[src/rtl/instr_prefetch.sv]
// Instruction-fetch front end: in-order prefetch buffer with up to DEPTH fetches in flight.
// Optional RISCX_IFU_ERR_HALT_EN: a buffered bus error stops fetch until the next redirect.
module instr_prefetch #(
  parameter int PC_WIDTH    = 32,
  parameter int INSTR_WIDTH = 32,
  parameter int DEPTH       = 4,
  parameter logic [PC_WIDTH-1:0] RESET_PC = 32'h8000_0000
) (
  input  logic                   clk,
  input  logic                   rst,
  input  logic                   redirect_valid_i,
  input  logic [PC_WIDTH-1:0]    redirect_pc_i,
  output logic                   if_req_valid_o,
  input  logic                   if_req_ready_i,
  output logic [PC_WIDTH-1:0]    if_req_pc_o,
  input  logic                   if_resp_valid_i,
  output logic                   if_resp_ready_o,
  input  logic                   if_resp_err_i,
  input  logic [INSTR_WIDTH-1:0] if_resp_instr_i,
  output logic                   if_valid_o,
  input  logic                   if_ready_i,
  output logic [PC_WIDTH-1:0]    if_pc_o,
  output logic [INSTR_WIDTH-1:0] if_instr_o,
  output logic                   if_err_o
);
  localparam int PW = $clog2(DEPTH);
  localparam int CW = PW + 1;

  logic [PC_WIDTH-1:0]    pc_q     [DEPTH];
  logic [PC_WIDTH-1:0]    pc_d     [DEPTH];
  logic [INSTR_WIDTH-1:0] instr_q  [DEPTH];
  logic [INSTR_WIDTH-1:0] instr_d  [DEPTH];
  logic                   err_q    [DEPTH];
  logic                   err_d    [DEPTH];
  logic                   filled_q [DEPTH];
  logic                   filled_d [DEPTH];

  logic [PW-1:0]       alloc_q, alloc_d, fill_q, fill_d, head_q, head_d;
  logic [CW-1:0]       count_q, count_d, drop_q, drop_d;
  // requests accepted by the bus whose response has not yet been written
  logic [CW-1:0]       outst_q, outst_d;
  logic [PC_WIDTH-1:0] fetch_pc_q, fetch_pc_d;
  logic                halt_q, halt_d;

  logic req_fire, resp_fire, pop, resp_write;

  assign if_resp_ready_o = !rst;
  assign if_req_valid_o  = !rst && !redirect_valid_i && !halt_q &&
                           (({1'b0, count_q} + {1'b0, drop_q}) < (CW+1)'(DEPTH));
  assign if_req_pc_o     = fetch_pc_q;
  assign if_valid_o      = filled_q[head_q] && !redirect_valid_i;
  assign if_pc_o         = pc_q[head_q];
  assign if_instr_o      = instr_q[head_q];
  assign if_err_o        = err_q[head_q];

  assign req_fire   = if_req_valid_o && if_req_ready_i;
  assign resp_fire  = if_resp_valid_i && if_resp_ready_o;
  assign pop        = if_valid_o && if_ready_i;
  assign resp_write = resp_fire && !redirect_valid_i && (drop_q == '0);

  always_comb begin
    pc_d       = pc_q;
    instr_d    = instr_q;
    err_d      = err_q;
    filled_d   = filled_q;
    alloc_d    = alloc_q;
    fill_d     = fill_q;
    head_d     = head_q;
    count_d    = count_q;
    drop_d     = drop_q;
    outst_d    = outst_q;
    fetch_pc_d = fetch_pc_q;
    halt_d     = halt_q;
    if (redirect_valid_i) begin
      for (int i = 0; i < DEPTH; i++) begin
        pc_d[i]     = '0;
        instr_d[i]  = '0;
        err_d[i]    = 1'b0;
        filled_d[i] = 1'b0;
      end
      alloc_d    = '0;
      fill_d     = '0;
      head_d     = '0;
      count_d    = '0;
      outst_d    = '0;
      drop_d     = drop_q + outst_q - CW'(resp_fire);
      fetch_pc_d = redirect_pc_i & ~PC_WIDTH'(3);
      halt_d     = 1'b0;
    end else begin
      if (pop) begin
        filled_d[head_q] = 1'b0;
        head_d           = head_q + PW'(1);
      end
      if (req_fire) begin
        pc_d[alloc_q]     = fetch_pc_q;
        filled_d[alloc_q] = 1'b0;
        alloc_d           = alloc_q + PW'(1);
        fetch_pc_d        = fetch_pc_q + PC_WIDTH'(4);
      end
      if (resp_fire && (drop_q != '0)) begin
        drop_d = drop_q - CW'(1);
      end
      if (resp_write) begin
        instr_d[fill_q]  = if_resp_err_i ? '0 : if_resp_instr_i;
        err_d[fill_q]    = if_resp_err_i;
        filled_d[fill_q] = 1'b1;
        fill_d           = fill_q + PW'(1);
`ifdef RISCX_IFU_ERR_HALT_EN
        if (if_resp_err_i) halt_d = 1'b1;
`endif
      end
      count_d = count_q + CW'(req_fire) - CW'(pop);
      outst_d = outst_q + CW'(req_fire) - CW'(resp_write);
    end
  end

  always_ff @(posedge clk or posedge rst) begin
    if (rst) begin
      for (int i = 0; i < DEPTH; i++) begin
        pc_q[i]     <= '0;
        instr_q[i]  <= '0;
        err_q[i]    <= 1'b0;
        filled_q[i] <= 1'b0;
      end
      alloc_q    <= '0;
      fill_q     <= '0;
      head_q     <= '0;
      count_q    <= '0;
      drop_q     <= '0;
      outst_q    <= '0;
      fetch_pc_q <= RESET_PC;
      halt_q     <= 1'b0;
    end else begin
      pc_q       <= pc_d;
      instr_q    <= instr_d;
      err_q      <= err_d;
      filled_q   <= filled_d;
      alloc_q    <= alloc_d;
      fill_q     <= fill_d;
      head_q     <= head_d;
      count_q    <= count_d;
      drop_q     <= drop_d;
      outst_q    <= outst_d;
      fetch_pc_q <= fetch_pc_d;
      halt_q     <= halt_d;
    end
  end
endmodule

[config.mk]
export PLATFORM = sky130hd
export DESIGN_NAME = instr_prefetch
export DESIGN_NICKNAME = d
export VERILOG_FILES = /design/src/rtl/instr_prefetch.sv
export SDC_FILE = /design/constraint.sdc
export NUM_CORES = 1
export LEC_CHECK = 0
export BUFFER_PORTS_ARGS = -buffer_cell sky130_fd_sc_hd__buf_2
export CORE_AREA = 2 2 174 176
export CTS_CLUSTER_SIZE = 24
export DETAILED_ROUTE_END_ITERATION = 10
export DIE_AREA = 0 0 176 178
export PLACE_DENSITY = 0.74
export SLEW_MARGIN = 20
export SYNTH_ARGS = -nofsm -noshare
export SYNTH_HDL_FRONTEND = slang
export SYNTH_SLANG_ARGS = --single-unit
export TNS_END_PERCENT = 10
[constraint.sdc]
create_clock -name clk -period 13.4 [get_ports clk]
set_input_delay 2.68 -clock clk [delete_from_list [all_inputs] [get_ports clk]]
set_output_delay 2.68 -clock clk [all_outputs]
set_load 0.005 [all_outputs]
Word level (Yosys, flattened, before mapping)
Index checks and enable logic that the tools add are counted.

Logic and storage cells: 120. Bits in registers: 311. Output and inout port bits: 100. Bits of input ports: 71.

Reduce and logical (&&, ||, !) cells: 20. Multiplexer cells: 50. Magnitude comparators: 7. $add $sub $neg: 12. Bitwise gates (word level): 8.

Operator list (number): 128-bit 2-to-1 mux (4); 32-bit 2-to-1 mux (9); 128-bit bitwise mux (2); 32-bit binary-select mux with 2-bit select (2); 32-bit demux with 2-bit select (2); 32-bit by 3-bit adder with 32-bit output (second input constant) (1); 4-bit 2-to-1 mux (8); 1-bit logical AND (12); 2-bit 2-to-1 mux (6); 3-bit 2-to-1 mux (4); 3-bit greater-or-equal comparator (second input constant) (3); 3-bit by 1-bit < comparator with 1-bit output (second input constant) (3); 2-bit inverter with 3-bit output (3); 3-bit by 1-bit subtractor with 3-bit output (3); 4-bit AND (2); 4-bit inverter (2); 2-bit nonzero test (4); 1-bit 2-to-1 mux (7); 2-bit by 1-bit adder with 2-bit output (second input constant) (3); 3-bit by 1-bit adder with 3-bit output (2); 1-bit demux with 2-bit select (3); 3-bit by 3-bit adder with 4-bit output (1); 1-bit binary-select mux with 2-bit select (2); 4-bit bitwise mux (1); 7 further kinds (8).

Depth between registers and ports, before layout
Word-level depth: 15. Gate-level depth with buffers: 14.

Least setup slack after synthesis
Ideal clock, no wire load.

Kind: in2out. From: input port rst. To: output port if_resp_ready_o. Slack: 1.757 ns. Data required time: 10.720 ns. Data arrival time: 8.963 ns. Stages on the path: 1. Path through: inv_1.

Cells in the longest elaborated chain, start to end: 1.

Ends and longest elaborated chain: start, declared (RTL line 10) `input logic rst,`; 1-bit logical NOT (no line); end, declared (RTL line 17) `output logic if_resp_ready_o,`.

No other way between the ends.

Final worst setup path
From: input port redirect_valid_i. To: output port if_valid_o.

Cells in the longest elaborated chain, start to end: 2.

Ends and longest elaborated chain: start, declared (RTL line 11) `input logic redirect_valid_i,`; 1-bit logical NOT (RTL line 51) `assign if_valid_o = filled_q[head_q] && !redirect_valid_i;`; 1-bit logical AND (RTL line 51); end, declared (RTL line 20) `output logic if_valid_o,`.

No other way between the ends.

==> flow_summary.json <==
{
  "status": "finished, final reports clean",
  "insertion_delay_ps": 500,
  "gp_congestion": 0.771,
  "critPathRequiredTime_ps": 10720,
  "seq_area_frac_synth_pct": 52.5,
  "area_delta_synth_final_pct": 14.5,
  "reg2reg_to": "count_q[2]",
  "hold_class": "flip-flop to flip-flop",
  "wl_met2_um": 18800,
  "ys_types": 55,
  "dp_hpwl_um": 22000,
  "drt-met1-wl_um": 16100,
  "end_kind": "output port",
  "via_count": 11272,
  "min_path_cells": 1,
  "layout_setup_ws_ps": 6310,
  "num_io_pins": 171,
  "detail_route.wl_per_cell_um": 21.0,
  "clk_path_buf_depth": 3,
  "rsz0062_at_grt": "false",
  "grt_pass1_vias": 11415,
  "syn_avg_cell_area_um2": 10.9,
  "place_ws_ps": 6350,
  "routed_via_density": 6.17,
  "remaining_drc_errors": 0,
  "post_cts_resize_count": 0,
  "yosys_warnings": 0,
  "synth_cells": 1329,
  "drive_gt1_share_pct": 22.7,
  "synth_edf_count": 0,
  "crit_path_start_kind": "primary input",
  "worst_slew_pin_slew_ps": 1000,
  "htree_levels": 2,
  "cts-root-buf": "clkbuf_16",
  "power_density_nw_per_um2": 132,
  "drv_cap": 0,
  "antenna_found_initial": 2,
  "cts_setup_buffers": 0,
  "cts_sinks": 305,
  "max_slew_margin_pct": 33.1,
  "first_pass_iters": 5,
  "worstRegToRegCells": 10,
  "hold_viol": 0,
  "clock_skew_ps": 11.2,
  "ant_nets": 0,
  "irDropWorstVdd_uv": 68.5,
  "nNetsFinal": 1507,
  "hold_end": "instr_q[58]",
  "timing.fmax_mhz": 141,
  "reg2reg_from": "head_q[0]",
  "die_x_um": 176,
  "row_count": 63,
  "p_total_mw": 2.19,
  "post-route-period-util_pct": 52.9,
  "p_leak_nw": 7.41,
  "setup-tns-final_ps": 0,
  "routed_wl_um": 38400,
  "grt_pass1_wl_um": 61700,
  "whs_ps": 491,
  "crit_type": "primary input to output port",
  "overflow": 0,
  "async_flop_share_pct": 100,
  "die_area_um2": 31300,
  "grt_util_all_layers_pct": 24.7,
  "drtIter0Drc": 1136,
  "initial_core_util_pct": 49.5,
  "ys_seq_elements": 305,
  "die_h_um": 178,
  "core_um2": 29400,
  "grt_start_max_net_pins": 176,
  "portBuffers": 166,
  "min_period_ps": 7090,
  "met3_length_um": 2390,
  "cts.clk_slew.worst_paths_ps": 50,
  "top_layer_used": "met4",
  "cp_max_fo": 101,
  "synth_ff_type": "dfrtp_1",
  "synth_area_um2": 14600,
  "arrival_ps": 4410,
  "r2r_setup_slack_ps": 9810,
  "cts_hold_buf": 0,
  "n_fill_cell": 2439,
  "hold_start": "instr_q[58]",
  "maxSlewViolCount": 0,
  "setup_viol": 0,
  "cts_made_buffers": 34,
  "tritoncts": "built"
}
-- where the power goes --
group	leakage, nW	internal [mW]	switching [mW]
combinational	2.68	0.102	0.153
sequential	4.16	0.951	0.0459
clock	0.568	0.572	0.367
total	7.41	1.62	0.566
-- cells in the mapped netlist (all sizes together) (2+ instances only) --
| master | instances | share of area [%] |
|---|---|---|
| nor2b | 9 | 0.39 |
| or4 | 25 | 1.3 |
| o31ai | 14 | 0.72 |
| mux2i | 8 | 0.55 |
| a21oi | 134 | 4.6 |
| fa | 3 | 0.41 |
| nand2 | 184 | 4.7 |
| o21ai | 11 | 0.38 |
| a221o | 3 | 0.21 |
| nor2 | 36 | 0.93 |
| nand3b | 2 | 0.10 |
| o32ai | 3 | 0.18 |
| a22o | 126 | 7.6 |
| and3 | 8 | 0.34 |
| mux2 | 2 | 0.15 |
| mux4 | 65 | 10 |
| ha | 24 | 2.1 |
| nand3 | 115 | 4.0 |
| and2 | 8 | 0.34 |
| nor3b | 3 | 0.15 |
| a31oi | 16 | 0.69 |
| xor2 | 2 | 0.12 |
| a311oi | 2 | 0.12 |
| xnor2 | 10 | 0.60 |
| nor4 | 2 | 0.13 |
| inv | 28 | 0.72 |
| and4 | 6 | 0.36 |
| o211ai | 2 | 0.10 |
| clkbuf | 109 | 2.8 |
| a221oi | 3 | 0.18 |
| or3 | 3 | 0.13 |
| nand4 | 7 | 0.34 |
| dfrtp | 304 | 52 |
| buf | 35 | 1.2 |
| nor3 | 5 | 0.17 |
-- worst max-delay path, stage by stage --
cell,delay (ps)
buf_6,530
inv_2,620
and2_1,360
buf_2,130
-- metrics by stage --
| step | util [%] | instance area, um2 | std cells |
|---|---|---|---|
| after global placement | 52.7 | 15500 | 1763 |
| after floorplan | - | 14600 | 1330 |
| after global routing | 56.6 | 16700 | 1826 |
| after CTS | 56.6 | 16600 | 1824 |
| final | 56.6 | 16700 | 1827 |
| after detailed placement | 52.7 | 15500 | 1763 |
-- cell families after synthesis --
| logic type | Yosys count | synth area share, % |
|---|---|---|
| xor gates and xnor gates | 12 | 0.722 |
| muxes | 75 | 10.8 |
| DFF | 305 | 52.5 |
| buffers and inverters | 172 | 4.73 |
| AOI/OAI and AO/OA | 321 | 15.2 |
| adders and majority gates | 27 | 2.48 |
| other | 1 | 0.0258 |
| and+or+nand+nor | 416 | 13.6 |
-- per-layer routing --
layer | vias up | global-route usage, %
met5 | - | 0
met4 | 0 | 9.47
met3 | 77 | 3.35
met2 | 430 | 39.8
met1 | 5765 | 34.6
li1 | 5000 | -
-- layout by cell type, fill, tap and decap left out, drive strengths merged, types with 5 or more instances in the layout --
cell    synthesis  routed
inv            28      28
nor2           36      36
mux2i           8       8
a21oi         134     134
mux4           65      65
o31ai          14      14
clkinv          0       6
ha             24      24
and4            6       6
or4            25      25
clkbuf        109      54
dfrtp         304     304
nand4           7       7
a31oi          16      16
nor2b           9       9
xnor2          10      10
a22o          126     126
buf            35     187
o21ai          11      11
nand3         115     115
and2            8       8
nor3            5       5
nand2         184     184
and3            8       8
-- area by class of cell --
type / count / area, um2 / area share [%]
sequential: 305 / 7640 / 45.9
multi-input combinational: 853 / 6260 / 37.6
inverter: 28 / 113 / 0.676
antenna: 3 / 7.51 / 0.0451
clock buffer: 54 / 1080 / 6.48
timing repair buffer: 187 / 1010 / 6.05
clock inverter: 7 / 63.8 / 0.383
tap: 390 / 488 / 2.93
-- registers in the layout, summed over array words and instances, names as in the netlist --
name,count
instr_q,128
pc_q,124
if_req_pc_o,30
err_q,4
filled_q,4
count_q,3
drop_q,3
outst_q,3
alloc_q,2
fill_q,2
head_q,2
-- worst max path at each step --
stage | startpoint | end | cells after the start | slack (ps)
detailed placement | redirect_valid_i | if_valid_o | 4 | 6350
CTS | redirect_valid_i | if_valid_o | 4 | 6340
global placement | redirect_valid_i | if_valid_o | 4 | 6350
global route | redirect_valid_i | if_valid_o | 4 | 6220
finish | redirect_valid_i | if_valid_o | 4 | 6310
floorplan | rst | if_resp_ready_o | 1 | 1760
(Power assumes the default switching activity.)
